$ cat src/rtl/spu_hazard_ctrl.sv
// Scoreboard hazard and pipeline-control unit for the SPU pipeline.
// Tracks pending register writes with per-register countdowns, gates issue
// on RAW/WAW hazards, and drives PC/IF-ID/ID-EX hold and flush controls.
module spu_hazard_ctrl #(
  parameter int unsigned NUM_REGS = 128,
  parameter int unsigned ADDR_W   = 7,
  parameter int unsigned LAT_W    = 3,
  parameter int unsigned CNT_W    = 16
) (
  input  logic              clk,
  input  logic              reset,
  input  logic              id_valid,
  input  logic [ADDR_W-1:0] id_ra,
  input  logic [ADDR_W-1:0] id_rb,
  input  logic [ADDR_W-1:0] id_rc,
  input  logic              id_ra_rd,
  input  logic              id_rb_rd,
  input  logic              id_rc_rd,
  input  logic [ADDR_W-1:0] id_rt,
  input  logic              id_rt_wr,
  input  logic [LAT_W-1:0]  id_latency,
  input  logic              br_taken,
  output logic              issue,
  output logic              stall,
  output logic              pc_hold,
  output logic              ifid_flush,
  output logic              idex_flush,
  output logic [7:0]        busy_cnt,
  output logic [CNT_W-1:0]  stall_cycles
);

  localparam logic [LAT_W-1:0] LAT_ONE = LAT_W'(1);
  localparam logic [CNT_W-1:0] CNT_MAX = '1;

  logic [LAT_W-1:0]    cnt_q [NUM_REGS];
  logic [LAT_W-1:0]    cnt_d [NUM_REGS];
  logic [NUM_REGS-1:0] busy;
  logic                hazard;
  logic                sb_load;
  logic [CNT_W-1:0]    stall_cycles_q;
  logic [CNT_W-1:0]    stall_cycles_d;

  // Busy flags straight from the registered countdowns
  always_comb begin
    busy = '0;
    for (int r = 0; r < NUM_REGS; r++) begin
      busy[r] = (cnt_q[r] != '0);
    end
  end

  // RAW on any read source, WAW on the destination
  always_comb begin
    hazard = id_valid & ((id_ra_rd & busy[id_ra]) |
                         (id_rb_rd & busy[id_rb]) |
                         (id_rc_rd & busy[id_rc]) |
                         (id_rt_wr & busy[id_rt]));
  end

  // Issue/stall/flush controls; a taken branch kills the ID instruction
  always_comb begin
    issue      = 1'b0;
    stall      = 1'b0;
    pc_hold    = 1'b0;
    ifid_flush = 1'b0;
    idex_flush = 1'b0;
    if (!reset) begin
      issue      = id_valid & ~hazard & ~br_taken;
      stall      = hazard & ~br_taken;
      pc_hold    = hazard & ~br_taken;
      ifid_flush = br_taken;
      idex_flush = br_taken | (hazard & ~br_taken);
    end
  end

  // Countdown all pending entries; a newly issued write overrides its slot
  always_comb begin
    sb_load = issue & id_rt_wr & (id_latency != '0);
    for (int r = 0; r < NUM_REGS; r++) begin
      cnt_d[r] = busy[r] ? (cnt_q[r] - LAT_ONE) : '0;
      if (sb_load && (id_rt == ADDR_W'(r))) begin
        cnt_d[r] = id_latency;
      end
    end
  end

  // Saturating stall-cycle counter next state
  always_comb begin
    stall_cycles_d = stall_cycles_q;
    if (stall && (stall_cycles_q != CNT_MAX)) begin
      stall_cycles_d = stall_cycles_q + CNT_W'(1);
    end
  end

  // Scoreboard and perf counter state; reset drops every pending entry
  always_ff @(posedge clk) begin
    if (reset) begin
      for (int r = 0; r < NUM_REGS; r++) begin
        cnt_q[r] <= '0;
      end
      stall_cycles_q <= '0;
    end else begin
      cnt_q          <= cnt_d;
      stall_cycles_q <= stall_cycles_d;
    end
  end

  // Population count of busy registers
  always_comb begin
    busy_cnt = '0;
    for (int r = 0; r < NUM_REGS; r++) begin
      busy_cnt = busy_cnt + 8'(busy[r]);
    end
  end

  assign stall_cycles = stall_cycles_q;

endmodule
$ cat config.mk
export PLATFORM = sky130hd
export DESIGN_NAME = spu_hazard_ctrl
export DESIGN_NICKNAME = d
export VERILOG_FILES = /design/src/rtl/spu_hazard_ctrl.sv
export SDC_FILE = /design/constraint.sdc
export NUM_CORES = 1
export LEC_CHECK = 0
export CAP_MARGIN = 15
export CORE_ASPECT_RATIO = 0.75
export CORE_MARGIN = 3
export CORE_UTILIZATION = 50
export DETAILED_ROUTE_END_ITERATION = 10
export PLACE_DENSITY = 0.75
export REMOVE_ABC_BUFFERS = 1
export SETUP_SLACK_MARGIN = 0.05
export SLEW_MARGIN = 5
export SYNTH_ARGS = -nofsm -noshare
export SYNTH_HDL_FRONTEND = slang
export SYNTH_SLANG_ARGS = --single-unit
$ cat constraint.sdc
create_clock -name clk -period 25.1 [get_ports clk]
set_clock_uncertainty 0.15 [all_clocks]
set_input_delay 3.765 -clock clk [delete_from_list [all_inputs] [get_ports clk]]
set_output_delay 3.765 -clock clk [all_outputs]
set_load 0.01 [all_outputs]
==> metrics.txt, run 1 <==
status complete, no violations; GPL Wtd Cong around 1.1; Async SR Flop Fraction 0%; largest cells by area after synthesis dfxtp_1 28%, ha_1 9.3%, fa_1 8.0%, mux4_2 5.3%, nand2_1 5.3%; Nets roughly 3500; number of synthesized flops with an enable pin 0; Top delay family on crit path adder cells; worst r2r src cnt_q[315]; Max Freq about 78 MHz; sequential share of the synthesized area between 20% and 30%; Synth Area per Inst roughly 9 um^2; R2R setup slack approximately 18000 ps; FP Rows 75; global-route wire length before repair approximately 150000 um; CTS tree done; CP startpoint cnt_q[36]; post-synthesis cell type count 89; Worst slew margin around 13%; Mapped Area 0.0289 mm^2; largest net degree at the start of global routing between 90 and 100; Top FF cell, synth dfxtp_1; core footprint about 0.056 mm^2; CTS sink count 400; DIE HEIGHT about 210 um; minimum clock period roughly 13000 ps; WL per Instance between 20 and 30 um; number of synthesized register bits 400; area grow syn2layout 8.35%; pre-CTS setup slack between 10000 and 15000 ps; power per cell area 45.9 mW/mm^2; Starting Density 51.1%; top cell type's share of synthesized area 27.7%; Setup-failing EPs final 0; die area 0.0607 mm^2; Residual DRC 0; Worst setup SP type flop; clock tree buffer depth 3; Worst Hold Class reg2reg; vias in the first global route 23300; cts repair resizes 0; cts hold-fix bufs 0; WP buf/inv 8; Worst Path Required between 20000 and 25000 ps; top fanout value on the critical path 5; Worst Setup Path Type reg2out; Final Cell Area 0.0313 mm^2; CP max-delay cell fa_1; total congestion overflow 0; ANT nets after route 0; Worst Min Path Start cnt_q[375]; Post-Route Setup TNS 0 ps; clk slew on worst S/H paths about 70 ps; critical path's most frequent cell fa_1; root buffer selected by CTS clkbuf_16; Slew @ Worst Pin 1290 ps; Post-CTS Setup Bufs 0; Filler Cell Count between 5000 and 6000; Synth Warn # 0; Max Slew Vio Count 0; leakage power 13.4 nW; Worst EP arrival between 8000 and 9000 ps; layout cells sized above 1 between 10% and 20%; Mapped Cells approximately 3100; initial antenna violation count 2; overall routing resource usage 32.1%; Chip Width between 200 and 300 um; vias per cell ~6.3; hpwl dp between 70000 and 80000 um; Num CTS Buffers 42; area leader, netlist dfxtp_1; input/output buffers 67; DP Area between 0.02 and 0.03 mm^2; RSZ-0062 raised after global routing no; Via Count 24600; Crit. End Element output pin; I/O pin total around 70; crit-path max cell delay between 500 and 600 ps; Final period util 51.3%; VDD IR max between 0.04 and 0.05 mV; Hold Fails Final Rpt 0; drt total wl just over 100000 um; DRT Pass-1 Iters 9; Max Cap Viol 0; clk_lat worst skew 580 ps; violation count after the first detailed-route iteration ~3400; H-tree depth 2; Final Core Density 55.4%; final worst slack approximately 12000 ps
[final cells by class]
class / count / area (um^2) / area share, %
repair buffers: 121 / 1040 / 3.31
clock buffers: 60 / 1270 / 4.07
diodes: 1 / 2.50 / 0.00800
clock inverters: 13 / 131 / 0.420
well taps: 770 / 963 / 3.08
multi-input cells: 2146 / 18400 / 58.6
inverters: 406 / 1530 / 4.88
flip-flops and latches: 400 / 8010 / 25.6
[power breakdown]
group | internal (mW) | switching (mW) | leakage (nW)
clock network | 0.374 | 0.275 | 0.692
registers | 0.635 | 0.000249 | 3.22
logic | 0.0355 | 0.115 | 9.44
[registers in the layout, summed over array words and instances (netlist names)]
signal        flops
stall_cycles     16
cnt_q           384
[final timing paths]
check,to,depth (start not counted)
setup reg to reg,cnt_q[151],15
hold reg to reg,cnt_q[375],1
setup / recovery,busy_cnt[6],27
hold / removal,cnt_q[375],1
[metal layers]
layer	share of wire, %	GRT usage (%)
met1	42	44.6
met2	39	43.6
met3	15	13.6
met4	4.8	12.3
met5	0.098	0
[cells in the final DEF (no fill, tap or decap), drive strengths merged, types with 112 or more instances in the layout]
cell type	Yosys	final
nand2	410	410
inv	403	406
fa	115	115
nor2	132	132
dfxtp	400	400
mux2	112	112
nand3	125	125
o32ai	137	137
ha	214	214
mux2i	143	143
a21oi	166	166
[per-stage QoR]
| stage | total power [mW] | hold slack [ps] | cells |
|---|---|---|---|
| after floorplan | 0.715 | 296 | 2952 |
| after global placement | 0.793 | 312 | 3843 |
| after detailed placement | 0.792 | 317 | 3843 |
| after CTS | 1.43 | 327 | 3916 |
| after global routing | 1.46 | 343 | 3916 |
| final | 1.43 | 324 | 3917 |
[synth_stat cells, types with 44 or more instances]
master / count
a21oi_1: 166
buf_2: 44
clkbuf_1: 88
dfxtp_1: 400
fa_1: 115
ha_1: 214
inv_1: 399
mux2_1: 83
mux2i_1: 143
mux4_2: 68
nand2_1: 407
nand3_2: 83
nor2_1: 124
o32ai_1: 125
or2_2: 51
[kinds of logic after synthesis]
| family | share of synthesized area [%] |
|---|---|
| AND/OR/NAND/NOR | 17.0 |
| flip-flops | 27.7 |
| multiplexers | 14.7 |
| buffers and inverters | 8.93 |
| adder cells (fa/ha/maj) | 17.2 |
| XOR/XNOR | 0.152 |
| AO/OA/AOI/OAI | 14.3 |
Note: power is estimated with default switching activity, not from simulation.
==> run 2, diff against run 1 <==
Clock period 25.1 ns to 12.75 ns, I/O delays scaled along.
==> metrics.txt, run 2 (synthesized netlist as in run 1, its figures left out) <==
status complete, no violations (unchanged); WL met1 42700 um (was 41800 um); Worst EP arrival 9270 ps (was 8970 ps); die area 0.0607 mm^2 (unchanged); layout cells sized above 1 13.9% (about the same); vias per cell 6.27 (was 6.28); power per cell area 91.5 mW/mm^2 (was 45.9 mW/mm^2); fin cells 3920 (was 3917); leakage power 13.4 nW (about the same); FP Rows 75 (unchanged); total congestion overflow 0 (unchanged); overall routing resource usage 33.0% (was 32.1%); ANT nets after route 0 (unchanged); crit-path max cell delay 960 ps (was 580 ps); input/output buffers 67 (unchanged); Max Cap Viol 0 (unchanged); minimum clock period 11330 ps; cts hold-fix bufs 0 (unchanged); DRT Pass-1 Iters 6 (was 9); H-tree depth 2 (unchanged); Post-Route Setup TNS 0 ps (unchanged); Via Count 24600 (about the same); hpwl dp 72800 um (was 71100 um); Crit. End Element output pin (unchanged); clk_lat worst skew 590 ps (was 580 ps); Residual DRC 0 (unchanged); Chip Width 284 um (unchanged); initial antenna violation count 4 (was 2); drt total wl 102000 um (was 101000 um); max reg flops 384 (unchanged); vias in the first global route 23200 (was 23300); Nets 3487 (was 3485); area grow syn2layout 8.59% (was 8.35%); root buffer selected by CTS clkbuf_16 (unchanged); CTS sink count 400 (unchanged); GPL Wtd Cong 1.05 (was 1.13); WP buf/inv 6 (was 8); clk slew on worst S/H paths 80 ps (was 70 ps); violation count after the first detailed-route iteration 3227 (was 3408); I/O pin total 68 (unchanged); met3 routed WL 14800 um (was 15100 um); Final period util between 80% and 90%; DIE HEIGHT 214 um (unchanged); Top delay family on crit path adder cells (unchanged); cts repair resizes 0 (unchanged); Worst Setup Path Type reg2out (unchanged); Slew @ Worst Pin 1260 ps (was 1290 ps); Num CTS Buffers 43 (was 42); Hold Fails Final Rpt 0 (unchanged); Starting Density 51.1% (unchanged); RSZ-0062 raised after global routing no (unchanged); clock tree buffer depth 3 (unchanged); commonest non-fill, non-tap cells in the layout 406 x nand2_1, 400 x dfxtp_1, 399 x inv_1 (unchanged); Worst slew margin 16.0% (was 13.5%); largest net degree at the start of global routing 152 (was 94); WL per Instance 26.1 um (was 25.7 um); Max Slew Vio Count 0 (unchanged); Placed Cells 3844 (was 3843); global-route wire length before repair 152000 um (was 148000 um); met2 routed WL 40300 um (was 38900 um); VDD IR max 0.102 mV (was 0.0438 mV); top fanout value on the critical path 6 (was 5); Worst setup SP type flop (unchanged); Post-CTS Setup Bufs 0 (unchanged); Hold WS 327 ps (was 324 ps); CP max-delay cell nor3_1 (was fa_1); Top Metal Used met4 (was met5); Worst Hold Class reg2reg (unchanged); Max Freq 88.3 MHz; Setup-failing EPs final 0 (unchanged); most common cell after layout, fill and taps aside nand2_1 (unchanged); critical path's most frequent cell fa_1 (unchanged); largest reg by FF count cnt_q (unchanged); Worst Path Required 10690 ps (was 21180 ps); CTS tree done (unchanged); core footprint 0.0565 mm^2 (unchanged)
run 2: per-layer routing:
| layer | GRT usage, % | vias to the layer above |
|---|---|---|
| met5 | 0 | - |
| met4 | 12.2 | 0 |
| met3 | 12.3 | 293 |
| met2 | 45.4 | 1549 |
| met1 | 47.0 | 11900 |
| li1 | - | 10900 |
run 2: power breakdown:
part	total (mW)	internal, mW	switching (mW)
clock	1.32	0.772	0.552
sequential	1.25	1.25	0.000505
combinational	0.295	0.0705	0.224
total	2.87	2.09	0.777
run 2: final timing paths:
path | cells after the start | slack, ps | end | start
max | 25 | 1420 | busy_cnt[6] | cnt_q[90]
min | 1 | 330 | cnt_q[201] | cnt_q[201]
max reg2reg | 13 | 6730 | cnt_q[56] | cnt_q[291]
min reg2reg | 1 | 330 | cnt_q[201] | cnt_q[201]
run 2: final cells by class:
type	instances	area [um^2]
fillers	5081	25100
flip-flops and latches	400	8010
well taps	770	963
clock buffers	60	1260
repair buffers	122	1060
diodes	3	7.51
inverters	406	1530
multi-input cells	2146	18400
clock inverters	13	185
run 2: per-stage QoR:
stage	area, um^2	total power, mW	util (%)	setup slack [ps]
final	31400	2.87	55.5	1420
after detailed placement	29900	1.56	52.9	2180
after floorplan	27800	1.41	-	2820
after CTS	31400	2.87	55.5	1550
after global routing	31400	2.93	55.5	1070
after global placement	29900	1.56	52.9	2290
